--- src/rtl/bnn_pkg.sv ---
// Shared types and default sizing for the BNN layer sequencer and its argmax unit.
package bnn_pkg;

    localparam int unsigned KERNEL_TAPS = 9;
    localparam int unsigned FC_LEN      = 338;
    localparam int unsigned FC_LAT      = 2;
    localparam int unsigned NUM_CLASSES = 10;
    localparam int unsigned SCORE_W     = 10;
    localparam int unsigned CLS_W       = $clog2(NUM_CLASSES);

    typedef enum logic [2:0] {
        StIdle,
        StLoadK0,
        StLoadK1,
        StConv,
        StFc,
        StFcWait,
        StArgmax,
        StDone
    } seq_state_e;

endpackage

--- src/rtl/bnn_argmax_serial.sv ---
// Snapshots all class scores on i_start, then scans one class per cycle for the signed maximum.
module bnn_argmax_serial #(
    parameter int unsigned NUM_CLASSES = bnn_pkg::NUM_CLASSES,
    parameter int unsigned SCORE_W     = bnn_pkg::SCORE_W,
    parameter int unsigned CLS_W       = $clog2(NUM_CLASSES)
) (
    input  logic                           clk,
    input  logic                           rstn,
    input  logic                           i_start,
    input  logic [NUM_CLASSES*SCORE_W-1:0] i_scores,
    output logic                           o_done,
    output logic [CLS_W-1:0]               o_class
);
    import bnn_pkg::*;

    localparam logic [CLS_W-1:0] LAST_IDX = CLS_W'(NUM_CLASSES - 1);

    logic signed [SCORE_W-1:0] r_snap [NUM_CLASSES];
    logic signed [SCORE_W-1:0] r_best;
    logic        [CLS_W-1:0]   r_best_idx;
    logic        [CLS_W-1:0]   r_idx;
    logic        [CLS_W-1:0]   r_class;
    logic                      r_active;
    logic                      w_take;
    logic        [CLS_W-1:0]   w_win_idx;

    // Strict greater-than keeps the earliest index on ties.
    always_comb begin
        w_take    = (r_idx == '0) || (r_snap[r_idx] > r_best);
        w_win_idx = w_take ? r_idx : r_best_idx;
        o_done    = r_active && (r_idx == LAST_IDX);
        o_class   = r_class;
    end

    always_ff @(posedge clk or negedge rstn) begin
        if (!rstn) begin
            for (int c = 0; c < int'(NUM_CLASSES); c++) begin
                r_snap[c] <= '0;
            end
            r_best     <= '0;
            r_best_idx <= '0;
            r_idx      <= '0;
            r_class    <= '0;
            r_active   <= 1'b0;
        end else if (i_start) begin
            for (int c = 0; c < int'(NUM_CLASSES); c++) begin
                r_snap[c] <= i_scores[c*SCORE_W +: SCORE_W];
            end
            r_active <= 1'b1;
            r_idx    <= '0;
        end else if (r_active) begin
            if (w_take) begin
                r_best     <= r_snap[r_idx];
                r_best_idx <= r_idx;
            end
            if (r_idx == LAST_IDX) begin
                r_active <= 1'b0;
                r_class  <= w_win_idx;
            end else begin
                r_idx <= r_idx + 1'b1;
            end
        end
    end

endmodule

--- src/rtl/bnn_layer_sequencer.sv ---
// Run controller: kernel weight loads, conv launch, FC streaming, serial argmax, one run per start.
// Define BNN_SEQ_TIMEOUT_EN to add the conv_done watchdog (TIMEOUT_CYC) and the error pulse.
module bnn_layer_sequencer #(
    parameter int unsigned KERNEL_TAPS = bnn_pkg::KERNEL_TAPS,
    parameter int unsigned FC_LEN      = bnn_pkg::FC_LEN,
    parameter int unsigned FC_LAT      = bnn_pkg::FC_LAT,
    parameter int unsigned NUM_CLASSES = bnn_pkg::NUM_CLASSES,
    parameter int unsigned SCORE_W     = bnn_pkg::SCORE_W,
    parameter int unsigned TIMEOUT_CYC = 65535
) (
    input  logic                           clk,
    input  logic                           rstn,
    input  logic                           start,
    input  logic                           w_vld,
    output logic                           weight_en_0,
    output logic                           weight_en_1,
    output logic                           conv_start,
    input  logic                           conv_done,
    input  logic                           fc_ready,
    output logic                           fc_ivalid,
    input  logic [NUM_CLASSES*SCORE_W-1:0] scores,
    output logic                           busy,
    output logic                           done,
    output logic [3:0]                     classes_b,
    output logic                           error
);
    import bnn_pkg::*;

    localparam int unsigned TAP_W  = $clog2(KERNEL_TAPS + 1);
    localparam int unsigned BEAT_W = $clog2(FC_LEN + 1);
    localparam int unsigned LAT_W  = $clog2(FC_LAT + 1);
    localparam int unsigned CLS_WL = $clog2(NUM_CLASSES);

    seq_state_e              r_state;
    seq_state_e              w_state_next;
    logic                    r_start_q;
    logic [TAP_W-1:0]        r_tap_cnt;
    logic [BEAT_W-1:0]       r_beat_cnt;
    logic [LAT_W-1:0]        r_lat_cnt;
    logic                    r_conv_started;
    logic                    w_am_start;
    logic                    w_am_done;
    logic [CLS_WL-1:0]       w_class;
`ifdef BNN_SEQ_TIMEOUT_EN
    localparam int unsigned WD_W = $clog2(TIMEOUT_CYC + 1);
    logic [WD_W-1:0]         r_wd_cnt;
`endif

    assign busy      = (r_state != StIdle);
    assign classes_b = 4'(w_class);

    always_comb begin
        w_state_next = r_state;
        weight_en_0  = 1'b0;
        weight_en_1  = 1'b0;
        conv_start   = 1'b0;
        fc_ivalid    = 1'b0;
        done         = 1'b0;
        error        = 1'b0;
        w_am_start   = 1'b0;
        case (r_state)
            StIdle: begin
                if (start && !r_start_q) w_state_next = StLoadK0;
            end
            StLoadK0: begin
                weight_en_0 = w_vld;
                if (w_vld && r_tap_cnt == TAP_W'(KERNEL_TAPS - 1)) w_state_next = StLoadK1;
            end
            StLoadK1: begin
                weight_en_1 = w_vld;
                if (w_vld && r_tap_cnt == TAP_W'(KERNEL_TAPS - 1)) w_state_next = StConv;
            end
            StConv: begin
                conv_start = !r_conv_started;
                if (conv_done) begin
                    w_state_next = StFc;
                end
`ifdef BNN_SEQ_TIMEOUT_EN
                else if (r_wd_cnt == WD_W'(TIMEOUT_CYC - 1)) begin
                    error        = 1'b1;
                    w_state_next = StIdle;
                end
`endif
            end
            StFc: begin
                fc_ivalid = 1'b1;
                if (fc_ready && r_beat_cnt == BEAT_W'(FC_LEN - 1)) w_state_next = StFcWait;
            end
            StFcWait: begin
                if (r_lat_cnt == LAT_W'(FC_LAT - 1)) begin
                    w_am_start   = 1'b1;
                    w_state_next = StArgmax;
                end
            end
            StArgmax: begin
                if (w_am_done) w_state_next = StDone;
            end
            StDone: begin
                done         = 1'b1;
                w_state_next = StIdle;
            end
            default: w_state_next = StIdle;
        endcase
    end

    // Every per-state counter restarts from zero whenever the state changes.
    always_ff @(posedge clk or negedge rstn) begin
        if (!rstn) begin
            r_state        <= StIdle;
            r_start_q      <= 1'b0;
            r_tap_cnt      <= '0;
            r_beat_cnt     <= '0;
            r_lat_cnt      <= '0;
            r_conv_started <= 1'b0;
`ifdef BNN_SEQ_TIMEOUT_EN
            r_wd_cnt       <= '0;
`endif
        end else begin
            r_state   <= w_state_next;
            r_start_q <= start;
            if (w_state_next != r_state) begin
                r_tap_cnt      <= '0;
                r_beat_cnt     <= '0;
                r_lat_cnt      <= '0;
                r_conv_started <= 1'b0;
`ifdef BNN_SEQ_TIMEOUT_EN
                r_wd_cnt       <= '0;
`endif
            end else begin
                case (r_state)
                    StLoadK0, StLoadK1: if (w_vld) r_tap_cnt <= r_tap_cnt + 1'b1;
                    StConv: begin
                        r_conv_started <= 1'b1;
`ifdef BNN_SEQ_TIMEOUT_EN
                        r_wd_cnt       <= r_wd_cnt + 1'b1;
`endif
                    end
                    StFc:     if (fc_ready) r_beat_cnt <= r_beat_cnt + 1'b1;
                    StFcWait: r_lat_cnt <= r_lat_cnt + 1'b1;
                    default: ;
                endcase
            end
        end
    end

    bnn_argmax_serial #(
        .NUM_CLASSES (NUM_CLASSES),
        .SCORE_W     (SCORE_W),
        .CLS_W       (CLS_WL)
    ) u_argmax (
        .clk      (clk),
        .rstn     (rstn),
        .i_start  (w_am_start),
        .i_scores (scores),
        .o_done   (w_am_done),
        .o_class  (w_class)
    );

endmodule

--- config.mk ---
export PLATFORM = sky130hd
export DESIGN_NAME = bnn_layer_sequencer
export DESIGN_NICKNAME = d
export VERILOG_FILES = /design/src/rtl/bnn_pkg.sv /design/src/rtl/bnn_argmax_serial.sv /design/src/rtl/bnn_layer_sequencer.sv
export SDC_FILE = /design/constraint.sdc
export NUM_CORES = 1
export LEC_CHECK = 0
export BUFFER_PORTS_ARGS = -buffer_cell sky130_fd_sc_hd__buf_2
export CAP_MARGIN = 0
export CELL_PAD_IN_SITES_DETAIL_PLACEMENT = 1
export CELL_PAD_IN_SITES_GLOBAL_PLACEMENT = 1
export CORE_MARGIN = 1.5
export CORE_UTILIZATION = 35
export DETAILED_ROUTE_END_ITERATION = 7
export PLACE_DENSITY_LB_ADDON = 0.1
export SKIP_CTS_REPAIR_TIMING = 1
export SLEW_MARGIN = 15
export SYNTH_ARGS = -nofsm -noshare
export SYNTH_HDL_FRONTEND = slang
export SYNTH_HIERARCHICAL = 1
export SYNTH_SLANG_ARGS = --single-unit
--- constraint.sdc ---
create_clock -name clk -period 4.8 [get_ports clk]
set_clock_uncertainty 0.15 [all_clocks]
set_input_delay 0.72 -clock clk [delete_from_list [all_inputs] [get_ports clk]]
set_output_delay 0.72 -clock clk [all_outputs]
set_load 0.05 [all_outputs]
==> results.md <==
- Outcome: complete, no violations
- Yosys top cell area share: slightly above 50%
- DIE HEIGHT: about 150 µm
- Initial Utilization: 36.0%
- Worst Setup Start Kind: flop
- Proportion of layout cells with a drive suffix above 1: 44.1%
- Routed wl met3: 537 µm
- Reg clk slew, reported paths: 0.06 ns
- EDFF count, synth: 0
- Post-route cell area: 0.00844 mm²
- Achievable Freq: 0.239 GHz
- CP required: 4.95 ns
- Top Ports: 117
- TritonCTS Buffers: 17
- CTS tree: yes
- Yosys top cell by area: dfrtp_1
- Family with the most delay on the worst path: multiplexers
- Final setup fails: 0
- WL met1: 7510 µm
- Setup TNS: 0 ns
- Drt wl/cell: 18.5 µm
- Leak: 0.00416 µW
- PD cells: 334 mW/mm²
- Via density: 4.96
- Area Overhead vs Synth: 19.5%
- Commonest non-fill, non-tap cell in the layout: dfrtp_1
- Ys Warns: 6
- Final Max Slew Viols: 0
- Peak supply drop: 0.236 mV
- Port Buffers: 115
- Clk buf depth: 2
- Crit path DAT: around 4.3 ns
- Grt ovf: 0
- Fin crit period: between 4 and 5 ns
- CP cell instances: mux4_2, mux2i_1, o22ai_1, ha_1, nand4_1, or2_1, o221a_2, o21ai_4, mux2_2
- Crit path largest cell delay: 0.90 ns
- Number of diodes: 0
- Clock net sink count: 143
- H-tree Lvls: 4
- Num rows: 51
- Antenna viol nets, final: 0
- Final WL: 17200 µm
- Slew @ Worst Pin: 0.851 ns
- Synth Instances: around 540
- Synth Register Bits: 143
- Post-DP HPWL: about 13000 µm
- Largest cells by area after synthesis: dfrtp_1 51%, mux2_2 17%, mux4_2 6.4%, mux2i_1 3.3%, ha_1 3.2%
- Worst skew pair latency: 0.42 ns
- Top sig layer: met4
- CP max stage cell: dfrtp_2
- First-pass detailed-route iteration total: 4
- MaxCap Viol Count: 0
- Largest net degree at the start of global routing: 68
- Tcrit/Tclk final: between 80% and 90%
- GRT Util Overall: between 10% and 20%
- DP Area: 0.00788 mm²
- RSZ-0062 raised after global routing: false
- Vias in the first global route: 5329
- Kind of critical path: reg -> reg
- Ys flop type: dfrtp_1
- Clk Tree Root Cell: clkbuf_16
- Post-Syn Area: 0.00707 mm²
- Via count: 4616
- DIE WIDTH: approximately 150 µm
- Synthesized area per cell: 13.0 µm²
- Core Region: 0.0197 mm²
- Die area: 0.0211 mm²
- Worst Path Buf+Inv: 0
- Most frequent cells in the layout: 142 x dfrtp_1, 114 x buf_2, 104 x mux2_2, 30 x nor2_1, 29 x inv_1
- FFs w/ async S/R, synth: 100%
- Final #Nets: 779
- Worst setup EP type: flop
- Hold Path Class: in -> async
- WL met2: 8950 µm
- Number of remaining DRC errors: 0
- Seq/Total Area, Yosys: between 50 and 60%
- 1st-iter DRT viols: 196
- Initial antenna violation count: 0
- Syn_nets: 666
- Global placement routability congestion: 0.751
- Hold Fails Final Rpt: 0
- Netlist cell types: 56
- Global-route wire length before repair: 28600 µm
- Normalized max-slew margin: 43.2%
- Critical Path Fanout Max: 25
==> sequential cells by signal, summed over array words and instances (netlist names) <==
register / count
r_beat_cnt: 9
r_conv_started: 1
r_lat_cnt: 2
r_start_q: 1
r_state: 3
r_tap_cnt: 4
u_argmax/o_class: 4
u_argmax/r_active: 1
u_argmax/r_best: 10
u_argmax/r_best_idx: 4
u_argmax/r_idx: 4
u_argmax/r_snap: 100
==> worst register-to-register path, delay by kind of cell, from the launching register on <==
family | cells | cell delay, ns
DFF | 1 | 0.90
adders and majority gates | 1 | 0.33
and+or+nand+nor | 2 | 0.38
AOI/OAI and AO/OA | 3 | 1.03
muxes | 3 | 1.30
==> metrics by stage <==
step           total power [µW]  worst slack (ns)  utilization [%]  hold WS, ns  cells
3_5_place_dp               1580             0.552             40.1        0.344    900
4_1_cts                    2860             0.506             42.9        0.139    930
3_3_place_gp               1570             0.634             40.1        0.336    900
5_1_grt                    2950             0.361             43.0        0.156    931
2_1_floorplan              1470              1.28                -        0.274    542
6_report                   2820             0.616             43.0        0.116    931
==> layout make-up <==
class                   instances  area [µm²]
fillers                      2142       11200
flip-flops and latches        143        3580
multi-input cells             338        3200
repair buffers                125         657
clock buffers                  21         470
well taps                     265         332
inverters                      30         115
clock inverters                 9        86.3
==> synth_stat cells, drive strengths merged (2+ instances only) <==
master,n
a211oi,6
ha,18
or2,2
nand3,9
nand2b,7
and3,2
clkbuf,11
nand4,6
nor3,4
dfrtp,143
inv,30
nor4,2
mux2i,23
o211ai,3
o21ai,6
nor2b,2
xnor2,10
o21a,2
nor2,30
xor2,5
mux2,111
nand4b,2
a21oi,12
o2bb2ai,3
mux4,20
o22ai,9
buf,20
a311oi,2
a21boi,2
nand2,25
==> path summary, 6_finish.rpt <==
path                                      from             endpoint  slack, ns  cells after the start
min reg2reg                u_argmax/r_snap[95]  u_argmax/r_snap[95]       0.35                      1
min in group clk                         start            r_start_q       0.29                      1
min                                       rstn       r_conv_started       0.12                      1
max reg2reg                  u_argmax/r_idx[0]   u_argmax/r_best[9]       0.62                      9
max                          u_argmax/r_idx[0]   u_argmax/r_best[9]       0.62                      9
max in group asynchronous                 rstn  u_argmax/o_class[0]       3.34                      2
==> routing by layer <==
layer / vias to the layer above / track usage, %
met5: - / 0
met2: 82 / 30.6
li1: 2157 / -
met3: 16 / 3.49
met4: 0 / 5.46
met1: 2361 / 21.1
==> kinds of logic (layout without fill, tap and decap cells) <==
group,Yosys count,in the layout,share of synthesized area (%)
AOI/OAI and AO/OA,53,53,5.74
and+or+nand+nor,97,97,6.80
muxes,154,154,27.7
xor gates and xnor gates,15,15,1.86
adders and majority gates,18,18,3.19
buffers and inverters,61,185,4.05
DFF,143,143,50.6
other,1,1,0.0531
==> report_power, final <==
part | switching, µW | internal [µW]
clock | 512 | 749
sequential | 41.1 | 1220
combinational | 189 | 107
total | 742 | 2080
Note: power is estimated with default switching activity, not from simulation.
